[src/rtl/vga_timing_gen.sv]
// 640x480@60 raster timing: pixel-rate divider, x/y counters, sync/blank decode, frame tick.
// Define VGA_PIPE_ALIGN_EN to delay hsync/vsync/video_on by one clk to line up with registered pixel data.
module vga_timing_gen #(
    parameter int DIV      = 4,
    parameter int H_ACTIVE = 640,
    parameter int H_FP     = 16,
    parameter int H_SYNC   = 96,
    parameter int H_BP     = 48,
    parameter int V_ACTIVE = 480,
    parameter int V_FP     = 10,
    parameter int V_SYNC   = 2,
    parameter int V_BP     = 33
) (
    input  logic        clk,
    input  logic        rst,
    output logic [10:0] x,
    output logic [10:0] y,
    output logic        px_en,
    output logic        video_on,
    output logic        hsync,
    output logic        vsync,
    output logic        frame_tick
);
    localparam int H_TOTAL = H_ACTIVE + H_FP + H_SYNC + H_BP;
    localparam int V_TOTAL = V_ACTIVE + V_FP + V_SYNC + V_BP;

    localparam logic [3:0]  DIV_MAX  = 4'(DIV - 1);
    localparam logic [10:0] H_MAX    = 11'(H_TOTAL - 1);
    localparam logic [10:0] V_MAX    = 11'(V_TOTAL - 1);
    localparam logic [10:0] H_VIS    = 11'(H_ACTIVE);
    localparam logic [10:0] V_VIS    = 11'(V_ACTIVE);
    localparam logic [10:0] HS_START = 11'(H_ACTIVE + H_FP);
    localparam logic [10:0] HS_END   = 11'(H_ACTIVE + H_FP + H_SYNC);
    localparam logic [10:0] VS_START = 11'(V_ACTIVE + V_FP);
    localparam logic [10:0] VS_END   = 11'(V_ACTIVE + V_FP + V_SYNC);

    logic [3:0]  div_cnt_q, div_cnt_d;
    logic [10:0] x_q, x_d, y_q, y_d;
    logic        px_en_q, tick_q, von_q, hs_q, vs_q;
    logic        step, tick_d, von_d, hs_d, vs_d;

    always_comb begin
        step      = (div_cnt_q == DIV_MAX);
        div_cnt_d = step ? 4'd0 : div_cnt_q + 4'd1;
        x_d       = x_q;
        y_d       = y_q;
        tick_d    = 1'b0;
        if (step) begin
            if (x_q == H_MAX) begin
                x_d = 11'd0;
                if (y_q == V_MAX) begin
                    y_d    = 11'd0;
                    tick_d = 1'b1;
                end else begin
                    y_d = y_q + 11'd1;
                end
            end else begin
                x_d = x_q + 11'd1;
            end
        end
        // Decode from next-state counters so the registered flags line up with x/y.
        von_d = (x_d < H_VIS) && (y_d < V_VIS);
        hs_d  = !((x_d >= HS_START) && (x_d < HS_END));
        vs_d  = !((y_d >= VS_START) && (y_d < VS_END));
    end

    always_ff @(posedge clk or negedge rst) begin
        if (!rst) begin
            div_cnt_q <= 4'd0;
            x_q       <= 11'd0;
            y_q       <= 11'd0;
            px_en_q   <= 1'b0;
            tick_q    <= 1'b0;
            von_q     <= 1'b1;
            hs_q      <= 1'b1;
            vs_q      <= 1'b1;
        end else begin
            div_cnt_q <= div_cnt_d;
            x_q       <= x_d;
            y_q       <= y_d;
            px_en_q   <= step;
            tick_q    <= tick_d;
            von_q     <= von_d;
            hs_q      <= hs_d;
            vs_q      <= vs_d;
        end
    end

    assign x          = x_q;
    assign y          = y_q;
    assign px_en      = px_en_q;
    assign frame_tick = tick_q;

`ifdef VGA_PIPE_ALIGN_EN
    logic von_p_q, hs_p_q, vs_p_q;

    always_ff @(posedge clk or negedge rst) begin
        if (!rst) begin
            von_p_q <= 1'b1;
            hs_p_q  <= 1'b1;
            vs_p_q  <= 1'b1;
        end else begin
            von_p_q <= von_q;
            hs_p_q  <= hs_q;
            vs_p_q  <= vs_q;
        end
    end

    assign video_on = von_p_q;
    assign hsync    = hs_p_q;
    assign vsync    = vs_p_q;
`else
    assign video_on = von_q;
    assign hsync    = hs_q;
    assign vsync    = vs_q;
`endif

endmodule

[config.mk]
export PLATFORM = sky130hd
export DESIGN_NAME = vga_timing_gen
export DESIGN_NICKNAME = d
export VERILOG_FILES = /design/src/rtl/vga_timing_gen.sv
export SDC_FILE = /design/constraint.sdc
export NUM_CORES = 1
export LEC_CHECK = 0
export BUFFER_PORTS_ARGS = -buffer_cell sky130_fd_sc_hd__buf_4
export CORE_MARGIN = 4
export CORE_UTILIZATION = 45
export DETAILED_ROUTE_END_ITERATION = 6
export GPL_TIMING_DRIVEN = 0
export PLACE_DENSITY = 0.74
export SYNTH_ARGS = -nofsm -noshare
export SYNTH_HDL_FRONTEND = slang
export SYNTH_SLANG_ARGS = --single-unit
[constraint.sdc]
create_clock -name clk -period 2.12 [get_ports clk]
set_clock_uncertainty 0.15 [all_clocks]
set_input_delay 0.318 -clock clk [delete_from_list [all_inputs] [get_ports clk]]
set_output_delay 0.318 -clock clk [all_outputs]
set_load 0.1 [all_outputs]
== Word level (Yosys, flattened, before mapping) ==
Index checks and enable logic that the tools add are counted.
Operators by class
  muxes and demuxes: 9
  divide/modulo/power cells: 0
  eq/ne operators: 3
  magnitude comparators: 6
  add/subtract/negate cells: 3
  bitwise logic cells: 0
  reductions and logical operators: 5
  shifts and indexed selects: 0
  multiply operators: 0
Operator list (number)
  2-to-1 mux 11 bit: 5
  adder 11 x 1 -> 11 bit (second input constant): 2
  equality test 11 x 10 -> 1 bit (second input constant): 2
  < comparator 11 x 10 -> 1 bit (second input constant): 2
  < comparator 11 x 9 -> 1 bit (second input constant): 2
  greater-or-equal comparator 11 x 10 -> 1 bit (second input constant): 1
  greater-or-equal comparator 11 x 9 -> 1 bit (second input constant): 1
  adder 4 x 1 -> 4 bit (second input constant): 1
  equality test 4 x 2 -> 1 bit (second input constant): 1
  2-to-1 mux 4 bit: 1
  logical AND 1 bit: 3
  2-to-1 mux 1 bit: 3
  logical NOT 1 bit: 2
Word-level totals
  memory bits (read-only): 0
  flip-flop bits (word level): 31
  output and inout bits: 27
  bits in latches: 0
  memories kept: 0
  bits in writable memories: 0

== Depth between registers and ports, before layout ==
  word-level depth: 7
  gate-level depth with buffers: 9
  depth with buffers taken out: 8

== Least setup slack after synthesis ==
Ideal clock, no wire load.
  path type: reg-to-reg
  from: reg x_q[0] (netlist: x[0])
  to: reg vs_q (netlist: vsync)
  setup slack: -732 ps
  arrival time: 2634 ps
  cell stages (with the launch flop): 8
  data required time: 1902 ps
  buffers on the path: 0
  library setup time: 68 ps
  path through: dfrtp_1 > ha_1 > nand4_1 > or3_4 > nor3_2 > nor3_1 > a311oi_1 > nand4bb_1
On the way
  word-level cells in the longest chain between the ends: 6
  elaborated cells on any way between the ends: 7
RTL lines
  start: declaration: line 38  | logic [10:0] x_q, x_d, y_q, y_d;
  start signal: assignment: line 70  | x_q <= 11'd0;
  start signal: assignment: line 79  | x_q <= x_d;
  equality test 11 x 10 -> 1 bit (*): line 49  | if (x_q == H_MAX) begin
  2-to-1 mux 11 bit (*): line 49
  2-to-1 mux 11 bit (*): line 48  | if (step) begin
  greater-or-equal comparator 11 x 9 -> 1 bit / < comparator 11 x 9 -> 1 bit (equally long branches): line 64  | vs_d = !((y_d >= VS_START) && (y_d < VS_END));
  logical AND 1 bit (*): line 64
  logical NOT 1 bit (*): line 64
  named net vs_d: line 40  | logic step, tick_d, von_d, hs_d, vs_d;
  end signal: assignment: line 85  | vs_q <= vs_d;
  end: declaration: line 39  | logic px_en_q, tick_q, von_q, hs_q, vs_q;
Mark *: on every way through the listed nets, which the timed path passes. The rest lies on a longest branch.

== Worst setup path after layout ==
  from: reg div_cnt_q[0]
  to: reg vs_q (netlist: vsync)
On the way
  word-level cells in the longest chain between the ends: 5
  elaborated cells on any way between the ends: 6
RTL lines
  start: declaration: line 37  | logic [3:0] div_cnt_q, div_cnt_d;
  start signal: assignment: line 78  | div_cnt_q <= div_cnt_d;
  equality test 4 x 2 -> 1 bit (*): line 43  | step = (div_cnt_q == DIV_MAX);
  2-to-1 mux 11 bit (*): line 48
  named net y_d[5]: line 38
  greater-or-equal comparator 11 x 9 -> 1 bit / < comparator 11 x 9 -> 1 bit (equally long branches): line 64
  logical AND 1 bit (*): line 64
  logical NOT 1 bit (*): line 64
  named net vs_d: line 40
Marked as above.

==> flow_summary.html <==
<table>
<tr><th>Metric</th><th>Value</th></tr>
<tr><th colspan="2">Final layout</th></tr>
<tr><td>Final non-filler cell area</td><td>2110 um^2</td></tr>
<tr><td>Share of final-layout standard cells stronger than drive strength 1</td><td>43.5%</td></tr>
<tr><td>Number of diodes added for antenna fixing</td><td>0</td></tr>
<tr><td>Area added between synthesis and finish</td><td>35.6%</td></tr>
<tr><td>Net count, final</td><td>205</td></tr>
<tr><td>Post-Route Utilization</td><td>63.2%</td></tr>
<tr><th colspan="2">STA</th></tr>
<tr><td>Setup repair after global routing missed its margin</td><td>yes</td></tr>
<tr><td>Final worst-path setup slack</td><td>-0.341 ns</td></tr>
<tr><td>Pins Over Slew Limit</td><td>0</td></tr>
<tr><td>Part of the cycle the worst path needs</td><td>116%</td></tr>
<tr><td>Max Clk Rate</td><td>0.406 GHz</td></tr>
<tr><td>Shortest clock period the worst path allows after layout</td><td>2.46 ns</td></tr>
<tr><td>Setup-failing EPs final</td><td>11</td></tr>
<tr><td>Worst slew margin relative to its limit</td><td>74.7%</td></tr>
<tr><td>Transition at the pin with the smallest max-transition slack</td><td>0.379 ns</td></tr>
<tr><td>Final hold violation count</td><td>0</td></tr>
<tr><th colspan="2">Yosys</th></tr>
<tr><td>Compound-cell area share of the yosys netlist</td><td>6.36%</td></tr>
<tr><td>Sequential fraction of the synthesis area</td><td>50.1%</td></tr>
<tr><td>Synth Flop Type</td><td>sky130_fd_sc_hd__dfrtp_1</td></tr>
<tr><td>Leading cell type by number of instances after synthesis</td><td>sky130_fd_sc_hd__dfrtp_1</td></tr>
<tr><td>Dominant combinational cell family by area after synthesis</td><td>simple AND/OR/NAND/NOR gates</td></tr>
<tr><td>Number of distinct library cells after synthesis</td><td>39</td></tr>
<tr><td>Area leader, netlist</td><td>sky130_fd_sc_hd__dfrtp_1</td></tr>
<tr><td>Net count of the mapped netlist</td><td>160</td></tr>
<tr><td>Top cell type's share of synthesized area</td><td>45.1%</td></tr>
<tr><td>Area fraction in and, or, nand and nor cells after synthesis</td><td>27.4%</td></tr>
<tr><td>Mapped Avg Cell Area</td><td>10.1 um^2</td></tr>
<tr><td>Adder-cell share of the synthesized area</td><td>3.22%</td></tr>
<tr><td>Post-synthesis instance total</td><td>154</td></tr>
<tr><td>Count of yosys warnings during synthesis</td><td>0</td></tr>
<tr><td>Number of enable flip-flop cells after synthesis</td><td>0</td></tr>
<tr><td>Xor and xnor area share after synthesis</td><td>9.57%</td></tr>
<tr><td>Most area-consuming cells after synthesis</td><td>sky130_fd_sc_hd__dfrtp_1, sky130_fd_sc_hd__dfstp_2, sky130_fd_sc_hd__xor2_1, sky130_fd_sc_hd__nand3_1, sky130_fd_sc_hd__xnor2_1</td></tr>
<tr><td>Fraction of synthesized area in multiplexers</td><td>0%</td></tr>
<tr><td>Netlist area before placement</td><td>1560 um^2</td></tr>
<tr><td>Top cell types by occurrence after synthesis</td><td>sky130_fd_sc_hd__dfrtp_1, sky130_fd_sc_hd__nand2_1, sky130_fd_sc_hd__nand3_1</td></tr>
<tr><td>Synth async-reset ratio</td><td>100%</td></tr>
<tr><td>Register bit total from synthesis</td><td>31</td></tr>
<tr><th colspan="2">GRT</th></tr>
<tr><td>Initial antenna violation count</td><td>0</td></tr>
<tr><td>Via count of the first global-routing pass</td><td>1254</td></tr>
<tr><td>Maximum number of pins on one net before global-route repair</td><td>32</td></tr>
<tr><td>Total routing resource utilization after global routing</td><td>17.5%</td></tr>
<tr><td>First-pass GRT wire length</td><td>5820 um</td></tr>
<tr><td>Total gr overflow</td><td>0</td></tr>
<tr><th colspan="2">Run</th></tr>
<tr><td># Max-Cap Violations</td><td>0</td></tr>
<tr><th colspan="2">CTS</th></tr>
<tr><td>Maximum level of the CTS H-tree</td><td>2</td></tr>
<tr><td>Total clock buffers created by CTS</td><td>5</td></tr>
<tr><td>Clock-pin slew on the worst setup and hold paths</td><td>0.10 ns</td></tr>
<tr><td>Clock Latency Late Sink</td><td>0.34 ns</td></tr>
<tr><td>Clock tree sinks</td><td>31</td></tr>
<tr><td>CTS Root Buffer Type</td><td>sky130_fd_sc_hd__clkbuf_4</td></tr>
<tr><td>Clock tree from TritonCTS</td><td>built</td></tr>
<tr><td>Clock Path Buffers</td><td>2</td></tr>
<tr><th colspan="2">Pwr</th></tr>
<tr><td>Leakage power summed over all cells</td><td>0.000988 uW</td></tr>
<tr><td>Power per Cell Area</td><td>472 nW/um^2</td></tr>
<tr><td>Overall power after layout</td><td>996 uW</td></tr>
<tr><td>Worst ir drop on vdd</td><td>0.000430 V</td></tr>
<tr><th colspan="2">Setup path</th></tr>
<tr><td>Type of the worst setup path</td><td>reg -&gt; reg</td></tr>
<tr><td>Kind of end point of the critical path</td><td>flip-flop</td></tr>
<tr><td>Critical path data arrival time</td><td>2.57 ns</td></tr>
<tr><td>Critical path startpoint category</td><td>flip-flop</td></tr>
<tr><td>Critical-path maximum fanout</td><td>4</td></tr>
<tr><td>Worst path required time</td><td>2.23 ns</td></tr>
<tr><th colspan="2">Drt</th></tr>
<tr><td>Wire length after detailed routing</td><td>3640 um</td></tr>
<tr><td>Total DRC errors in the routed layout</td><td>0</td></tr>
<tr><td>Detail-routed net length per standard cell</td><td>14.8 um</td></tr>
<tr><td>Remaining antenna violation count after routing</td><td>0</td></tr>
<tr><td>DRC violation total after the first TritonRoute iteration</td><td>42</td></tr>
<tr><td>Initial DRT Pass Iterations</td><td>4</td></tr>
<tr><td>Total number of vias</td><td>1318</td></tr>
<tr><td>Avg Vias per Cell</td><td>5.36</td></tr>
<tr><th colspan="2">Floorplan</th></tr>
<tr><td>Top Ports</td><td>29</td></tr>
<tr><td>Total Die Area</td><td>4460 um^2</td></tr>
<tr><td>Cell Rows</td><td>21</td></tr>
<tr><td>Initial standard-cell utilization of the core</td><td>46.6%</td></tr>
<tr><td>Die Width</td><td>66.8 um</td></tr>
<tr><td>Die boundary height</td><td>66.8 um</td></tr>
<tr><td>Placeable core area</td><td>3340 um^2</td></tr>
<tr><th colspan="2">Outcome</th></tr>
<tr><td>Outcome</td><td>finished, violations left</td></tr>
<tr><td>Violations in the final reports</td><td>setup timing</td></tr>
<tr><th colspan="2">Place</th></tr>
<tr><td>Port-buffer cells</td><td>28</td></tr>
<tr><td>Global placement routability congestion</td><td>0.863</td></tr>
<tr><td>Placed standard-cell area</td><td>1900 um^2</td></tr>
<tr><td>Detail Placement HPWL</td><td>2470 um</td></tr>
<tr><th colspan="2">Min path</th></tr>
<tr><td>Worst min-delay path category</td><td>in -&gt; async</td></tr>
</table>
[critical path, stage by stage (launching register included)]
cell and delay, ns:
sky130_fd_sc_hd__dfrtp_1 0.37, sky130_fd_sc_hd__ha_2 0.19, sky130_fd_sc_hd__or3b_4 0.42, sky130_fd_sc_hd__or4_4 0.55, sky130_fd_sc_hd__nor3_2 0.14, sky130_fd_sc_hd__xor2_1 0.20, sky130_fd_sc_hd__and4_1 0.27, sky130_fd_sc_hd__nand4bb_1 0.11
[cell type report]
type / instances / area, um^2
inverter: 8 / 33.8
timing repair buffer: 38 / 288
buffer: 3 / 35.0
multi-input combinational: 112 / 822
tap: 46 / 57.6
fill: 283 / 1230
clock buffer: 8 / 68.8
sequential: 31 / 805
[sequential cells by signal, summed over array words and instances (netlist names)]
name and count:
div_cnt_q 4, frame_tick 1, hsync 1, px_en 1, video_on 1, vsync 1
x 11, y 11
[per-layer routing]
| layer | part of all wire [%] | track usage [%] | routed length (um) |
|---|---|---|---|
| met1 | 44 | 22.6 | 1600 |
| met2 | 51 | 27.7 | 1860 |
| met3 | 4.1 | 4.05 | 148 |
| met4 | 0.91 | 7.61 | 33 |
| met5 | 0 | 0 | 0 |
[power breakdown]
part	switching (uW)	leakage (uW)	internal [uW]
Combinational	10.9	0.000563	2.45
Clock	197	0.0000386	195
Sequential	0	0.000387	591
Total	208	0.000988	788
[placed cells by master, fill, tap and decap left out, drive strengths merged]
cell	n
buf	38
clkinvlp	1
xor2	9
nand4	7
a31oi	1
or4	2
or3b	1
dfstp	3
and3	3
o21ai	7
nor4	3
o31ai	1
nor4b	2
nor3	10
or3	2
a21o	1
xnor2	8
a311oi	1
a2bb2oi	1
dlygate4sd3	1
nand3	14
o22ai	1
nand2	15
inv	7
nor2	10
and2	3
a41oi	1
nand4bb	1
and4	2
ha	4
clkbuf	10
a21oi	2
dfrtp	28
[metrics by stage]
step,hold slack (ns),setup WS [ns],TNS [ns],cells
2_1_floorplan,-0.128,-0.410,-1.67,154
3_3_place_gp,0.113,-0.403,-1.36,228
3_5_place_dp,0.120,-0.433,-1.71,228
4_1_cts,0.295,-0.317,-1.30,243
5_1_grt,0.329,-0.414,-2.66,246
6_report,0.287,-0.341,-1.65,246
[timing repair]
item,CTS,global route
pin swaps,12,5
endpoints found under the setup margin,13,18
resized for setup,3,8
hold endpoints to repair,28,0
setup buffers,6,4
hold buffers,1,0
[worst paths after layout]
kind,from,endpoint,slack (ns),depth (start not counted)
max,div_cnt_q[0],vsync,-0.34,7
min,rst,x[5],0.29,2
max reg2reg,div_cnt_q[0],vsync,-0.34,7
min reg2reg,x[2],x[2],0.37,1
max in group asynchronous,rst,video_on,1.21,2
min in group clk,x[2],x[2],0.37,1
[cells by family after synthesis]
group | Yosys count
xor+xnor | 17
compound gates | 16
simple gates | 75
flops | 31
fa+ha+maj | 4
buf+inv | 11
Note: power is estimated with default switching activity, not from simulation.
